## src/rtl/uart_mitm_relay_pkg.sv

```systemverilog
// Shared definitions for the UART MITM relay: TX FSM encodings and timing constants.
package uart_mitm_relay_pkg;

  typedef enum logic [1:0] {
    ST_IDLE      = 2'd0,
    ST_START     = 2'd1,
    ST_WAIT_BUSY = 2'd2,
    ST_WAIT_DONE = 2'd3
  } relay_state_e;

  // Cycles spent in WAIT_BUSY before a start that the driver never took is abandoned
  localparam int unsigned BUSY_TIMEOUT = 4;
  localparam int unsigned BUSY_CNT_W   = 3;

endpackage

```

## src/rtl/uart_mitm_relay_sync_fifo.sv

```systemverilog
// Synchronous FIFO with a first-word-fall-through head and an explicit occupancy count.
module sync_fifo #(
  parameter int unsigned WIDTH = 8,
  parameter int unsigned DEPTH = 16
) (
  input  logic                         clk,
  input  logic                         rst_n,
  input  logic                         push,
  input  logic                         pop,
  input  logic [WIDTH-1:0]             din,
  output logic [WIDTH-1:0]             dout,
  output logic [$clog2(DEPTH+1)-1:0]   count,
  output logic                         full,
  output logic                         empty
);

  localparam int unsigned PTR_W = $clog2(DEPTH);
  localparam int unsigned CNT_W = $clog2(DEPTH+1);

  logic [WIDTH-1:0] r_mem [DEPTH];
  logic [PTR_W-1:0] r_wr_ptr;
  logic [PTR_W-1:0] r_rd_ptr;
  logic [CNT_W-1:0] r_count;
  logic             w_do_push;
  logic             w_do_pop;

  assign full      = (r_count == CNT_W'(DEPTH));
  assign empty     = (r_count == '0);
  // A full queue still accepts a push when the head leaves in the same cycle
  assign w_do_push = push & (~full | pop);
  assign w_do_pop  = pop & ~empty;
  assign dout      = r_mem[r_rd_ptr];
  assign count     = r_count;

  always_ff @(posedge clk) begin
    if (w_do_push) begin
      r_mem[r_wr_ptr] <= din;
    end
  end

  always_ff @(posedge clk or negedge rst_n) begin
    if (!rst_n) begin
      r_wr_ptr <= '0;
      r_rd_ptr <= '0;
      r_count  <= '0;
    end else begin
      if (w_do_push) begin
        r_wr_ptr <= r_wr_ptr + PTR_W'(1);
      end
      if (w_do_pop) begin
        r_rd_ptr <= r_rd_ptr + PTR_W'(1);
      end
      case ({w_do_push, w_do_pop})
        2'b10:   r_count <= r_count + CNT_W'(1);
        2'b01:   r_count <= r_count - CNT_W'(1);
        default: r_count <= r_count;
      endcase
    end
  end

endmodule

```

## src/rtl/uart_mitm_relay.sv

```systemverilog
// UART man-in-the-middle relay: captures RX frames, optionally substitutes one value,
// queues them and replays to the TX driver, with injected frames taking priority.
module uart_mitm_relay
  import uart_mitm_relay_pkg::*;
#(
  parameter int unsigned NUM_DATA_BITS = 8,
  parameter int unsigned FIFO_DEPTH    = 16,
  parameter int unsigned CNT_WIDTH     = 16
) (
  input  logic                              sys_clk,
  input  logic                              rst_n,
  input  logic                              rx_new_data,
  input  logic [NUM_DATA_BITS-1:0]          rx_data,
  input  logic                              tx_ready,
  output logic                              cmd_tx_start,
  output logic [NUM_DATA_BITS-1:0]          tx_data,
  input  logic                              pass_en,
  input  logic                              cfg_match_en,
  input  logic [NUM_DATA_BITS-1:0]          cfg_match_data,
  input  logic [NUM_DATA_BITS-1:0]          cfg_replace_data,
  input  logic                              inj_valid,
  input  logic [NUM_DATA_BITS-1:0]          inj_data,
  output logic                              inj_ready,
  output logic [$clog2(FIFO_DEPTH+1)-1:0]   fifo_count,
  output logic                              overflow,
  output logic [CNT_WIDTH-1:0]              drop_cnt
);

  localparam int unsigned FCNT_W = $clog2(FIFO_DEPTH+1);

  relay_state_e               r_state;
  logic                       r_rx_q;
  logic [BUSY_CNT_W-1:0]      r_busy_cnt;
  logic                       r_overflow;
  logic [CNT_WIDTH-1:0]       r_drop_cnt;
  logic [NUM_DATA_BITS-1:0]   r_tx_data;
  logic                       r_cmd_tx_start;

  logic                       w_rx_edge;
  logic                       w_push;
  logic [NUM_DATA_BITS-1:0]   w_push_data;
  logic                       w_sel;
  logic                       w_pop;
  logic                       w_drop;
  logic [NUM_DATA_BITS-1:0]   w_fifo_dout;
  logic [FCNT_W-1:0]          w_fifo_count;
  logic                       w_fifo_full;
  logic                       w_fifo_empty;

  assign w_rx_edge   = rx_new_data & ~r_rx_q;
  assign w_push      = w_rx_edge & pass_en;
  assign w_push_data = (cfg_match_en && (rx_data == cfg_match_data)) ? cfg_replace_data : rx_data;

  // Selection needs a fresh tx_ready seen in IDLE; injection wins over the queue head
  assign w_sel  = (r_state == ST_IDLE) & tx_ready & (inj_valid | ~w_fifo_empty);
  assign w_pop  = w_sel & ~inj_valid;
  assign w_drop = w_push & w_fifo_full & ~w_pop;

  assign inj_ready    = w_sel & inj_valid;
  assign cmd_tx_start = r_cmd_tx_start;
  assign tx_data      = r_tx_data;
  assign fifo_count   = w_fifo_count;
  assign overflow     = r_overflow;
  assign drop_cnt     = r_drop_cnt;

  sync_fifo #(
    .WIDTH (NUM_DATA_BITS),
    .DEPTH (FIFO_DEPTH)
  ) u_fifo (
    .clk   (sys_clk),
    .rst_n (rst_n),
    .push  (w_push),
    .pop   (w_pop),
    .din   (w_push_data),
    .dout  (w_fifo_dout),
    .count (w_fifo_count),
    .full  (w_fifo_full),
    .empty (w_fifo_empty)
  );

  // Edge register resets high so a level already asserted at release is ignored
  always_ff @(posedge sys_clk or negedge rst_n) begin
    if (!rst_n) begin
      r_rx_q     <= 1'b1;
      r_overflow <= 1'b0;
      r_drop_cnt <= '0;
    end else begin
      r_rx_q     <= rx_new_data;
      r_overflow <= w_drop;
      if (w_drop && (r_drop_cnt != '1)) begin
        r_drop_cnt <= r_drop_cnt + CNT_WIDTH'(1);
      end
    end
  end

  // TX handshake FSM with registered start pulse and frame data
  always_ff @(posedge sys_clk or negedge rst_n) begin
    if (!rst_n) begin
      r_state        <= ST_IDLE;
      r_busy_cnt     <= '0;
      r_tx_data      <= '0;
      r_cmd_tx_start <= 1'b0;
    end else begin
      r_cmd_tx_start <= 1'b0;
      case (r_state)
        ST_IDLE: begin
          if (w_sel) begin
            r_tx_data      <= inj_valid ? inj_data : w_fifo_dout;
            r_cmd_tx_start <= 1'b1;
            r_state        <= ST_START;
          end
        end
        ST_START: begin
          r_busy_cnt <= '0;
          r_state    <= ST_WAIT_BUSY;
        end
        ST_WAIT_BUSY: begin
          if (!tx_ready) begin
            r_state <= ST_WAIT_DONE;
          end else if (r_busy_cnt == BUSY_CNT_W'(BUSY_TIMEOUT - 1)) begin
            r_state <= ST_IDLE;
          end else begin
            r_busy_cnt <= r_busy_cnt + BUSY_CNT_W'(1);
          end
        end
        ST_WAIT_DONE: begin
          if (tx_ready) begin
            r_state <= ST_IDLE;
          end
        end
        default: r_state <= ST_IDLE;
      endcase
    end
  end

endmodule

```

## config.mk

```make
export PLATFORM = sky130hd
export DESIGN_NAME = uart_mitm_relay
export DESIGN_NICKNAME = d
export VERILOG_FILES = /design/src/rtl/uart_mitm_relay_pkg.sv /design/src/rtl/uart_mitm_relay_sync_fifo.sv /design/src/rtl/uart_mitm_relay.sv
export SDC_FILE = /design/constraint.sdc
export NUM_CORES = 1
export LEC_CHECK = 0
export CAP_MARGIN = 10
export CORE_UTILIZATION = 30
export CTS_CLUSTER_DIAMETER = 50
export CTS_CLUSTER_SIZE = 28
export DETAILED_ROUTE_END_ITERATION = 16
export GPL_TIMING_DRIVEN = 1
export HOLD_SLACK_MARGIN = 0.08
export SYNTH_ARGS = -nofsm -noshare
export SYNTH_HDL_FRONTEND = slang
export SYNTH_SLANG_ARGS = --single-unit
export TNS_END_PERCENT = 10
```

## constraint.sdc

```tcl
create_clock -name sys_clk -period 3.2 [get_ports sys_clk]
set_input_delay 0.48 -clock sys_clk [delete_from_list [all_inputs] [get_ports sys_clk]]
set_output_delay 0.48 -clock sys_clk [all_outputs]
set_load 0.05 [all_outputs]
```

==> impl_results.md <==
* CP Class: register to register
* Die X at 160 um
* Top cell type's share of synthesized area at 51.6%
* Ant. Diodes at 0
* Nets@finish at 584
* Synth Area in Simple Gates at 7.70%
* Commonest cells after routing, fill and taps aside: 128 x edfxtp_1, 68 x clkdlybuf4s50_1, 41 x dfrtp_1
* Gr busiest metal: met2
* Slowest library cell on the worst path: or4_1
* Top post-synthesis cells by area: edfxtp_1 52%, dfrtp_1 15%, mux4_2 9.1%, mux2i_1 2.2%, mux2_2 2.1%
* Core ar. at 24300 um2
* Area growth syn-to-layout at 23.8%
* Final RePlAce weighted congestion at 0.839
* Hold slack at 0.446 ns
* Initial antenna violation count at 0
* Slowest stage delay, CP at 0.68 ns
* Total gr overflow at 0
* Tot Pwr at 6.92 mW
* Worst Tran Pin Value at 0.879 ns
* Vias at 4218
* Pwr per Cell Area at 751 nW/um2
* Max-Cap Viols at 0
* Reg2reg path depth at 10
* Primary FF master, synth: edfxtp_1
* Synth unique cells at 49
* Met2 usage at 23.2%
* Setup violators final at 0
* Total wire length at 15.7 mm
* CP Cell Sequence: or4_1, o311a_2, inv_1, ha_1, xor2_1, ha_1, o211a_1, o31ai_1, a31oi_1, xnor2_1
* Clk_lat worst skew at 0.43 ns
* DR iter-0 viols at 251
* Critical Path RT at 3.52 ns
* CTS Buf Count at 17
* Commonest non-fill, non-tap cell in the layout: edfxtp_1
* Register bit count reported by yosys at 173
* Die H at 160 um
* Clock slew at reported path FFs at 0.07 ns
* Port bufs at 70
* Final Max Tran Viols at 0
* First-pass GRT wire length at 25.2 mm
* RSZ-0062 raised after global routing: false
* Number of detailed-routing iterations run before antenna repair at 4
* Critical path arrival at 3.28 ns
* Syn_nets at 500
* CP Launch Type: register
* Max transition margin at 41.3%
* Post-Synthesis Cell Area at 7440 um2
* Routed length per instance at 18.0 um
* DP Worst Slack at 0.0675 ns
* Number of buffers on the longest clock path at 2
* Compound-gate portion of the synthesized area at 4.47%
* Leakage at 3.27 nW
* Vias/cell at 4.85
* Worst vdd ir at 0.465 mV
* DRC Markers at 0
* Post-route ant nets at 0
* Vias in the first global route at 4491
* CTS Sinks at 173
* Ys async rst share at 26.0%
* Setup TNS at 0 ns
* EDFF count, synth at 128
* Row count at 57
* Tot GR Track Use at 13.2%
* Pin count of the biggest net entering global routing at 46
* Worst setup margin at 0.231 ns
* Largest family of logic cells by synthesized area: multiplexers
* Crit path max fanout at 8
* Adder-Cell Fraction of Synth Area at 2.02%
* F_max at 337 MHz
* Post-synth top area cell: edfxtp_1
* Fin crit period at 2.97 ns
* Cells after synthesis at 449
* H-tree Lvls at 4
* Met1 usage at 15.9%
* Layout cell share with drive strength beyond 1 at 19.6%
* Mux cell area share after synthesis at 13.3%
* Fin crit share at 92.8%
* DIE AREA at 25400 um2
* Root buf cell: clkbuf_16
* Skew final at 0.00786 ns
* Met3 usage at 3.33%
* Detail Placement HPWL at 10.8 mm
* Sequential share of the synthesized area at 66.8%
* Post-CTS Setup Bufs at 0
* CP endpoint kind: register
* IO Count at 71
* HP Class: primary input to asynchronous set/reset pin
* Starting Density at 30.6%
* Synth Warn # at 0
* Post-Synth XOR/XNOR Area at 3.88%
* Post-Syn Area per Cell at 16.6 um2
* Fin util at 37.9%
* Most used cell, CP: ha_1
* CTS tree: done
* Final Hold Vio Count at 0
* Status: finished clean
==> synth_stat cells, types with 2 or more instances <==
cell      count
nand2_1      16
o21ai_0       8
mux2_2       14
a21oi_1       7
edfxtp_1    128
nor3_1        7
buf_2         6
a221o_1       6
nand2b_1      5
clkbuf_1     12
xor2_1       15
and4_1        3
nor2b_1       5
and2_1        3
buf_1         2
nand4_1       7
o22ai_1       6
nor2_1        9
ha_1         12
and3_1       17
mux4_2       30
a22oi_1       3
o21a_1        3
xnor2_1      18
mux2i_1      16
nand3_1       8
dfrtp_1      44
inv_1        11
o211ai_1      4
nor4_2        5
==> metrics by stage <==
step                      instance area (um2)  cells
after CTS                                9190    868
final                                    9220    870
after global placement                   8580    836
after floorplan                          7450    449
after detailed placement                 8580    836
after global routing                     9220    870
==> critical path, delay by kind of cell (launching register included) <==
kind,cells,cell delay [ns]
and+or+nand+nor,1,0.68
adders and majority gates,2,0.49
DFF,1,0.46
AOI/OAI and AO/OA,4,0.90
buffers and inverters,1,0.08
xor gates and xnor gates,2,0.23
==> path summary, 6_finish.rpt <==
check | slack, ns | endpoint | startpoint
max | 0.23 | u_fifo.count[4] | u_fifo.count[1]
min | 0.45 | overflow | rst_n
max reg2reg | 0.23 | u_fifo.count[4] | u_fifo.count[1]
min reg2reg | 0.51 | tx_data[1] | tx_data[1]
max in group asynchronous | 2.27 | drop_cnt[2] | rst_n
min in group sys_clk | 0.51 | r_rx_q | rx_new_data
==> registers in the layout, summed over array words and instances, names as in the netlist <==
| signal | flops |
|---|---|
| u_fifo.count | 5 |
| r_busy_cnt | 3 |
| cmd_tx_start | 1 |
| tx_data | 8 |
| u_fifo.r_wr_ptr | 4 |
| drop_cnt | 16 |
| r_state | 2 |
| r_rx_q | 1 |
| u_fifo.r_rd_ptr | 4 |
| overflow | 1 |
| u_fifo.r_mem | 128 |
==> metal layers <==
metal	part of all wire, %	vias up
li1	-	1936
met1	42	2176
met2	52	88
met3	4.1	18
met4	1.2	0
met5	0	-
==> power by group <==
part	switching (mW)	total, mW	internal, mW
Clock	0.871	2.11	1.24
Combinational	1.07	1.95	0.880
Sequential	0.234	2.86	2.62
Total	2.18	6.92	4.74
==> area by class of cell <==
cell class                 instances  area (um2)
clock buffer                      17         425
clock inverter                    15         184
fill                            2210       15100
inverter                          11        41.3
multi-input combinational        244        2340
sequential                       173        4970
tap                              324         405
timing repair buffer              86         841
==> timing repair <==
item | CTS | global route
hold buffers | 0 | 1
resized for setup | 0 | 0
hold endpoints to repair | 0 | 8
==> logic make-up (layout without fill, tap and decap cells) <==
| logic type | Yosys count | in the layout |
|---|---|---|
| DFF | 173 | 173 |
| and+or+nand+nor | 93 | 93 |
| muxes | 60 | 60 |
| AOI/OAI and AO/OA | 46 | 46 |
| xor gates and xnor gates | 33 | 33 |
| buffers and inverters | 32 | 129 |
| adders and majority gates | 12 | 12 |
Note: power is estimated with default switching activity, not from simulation.
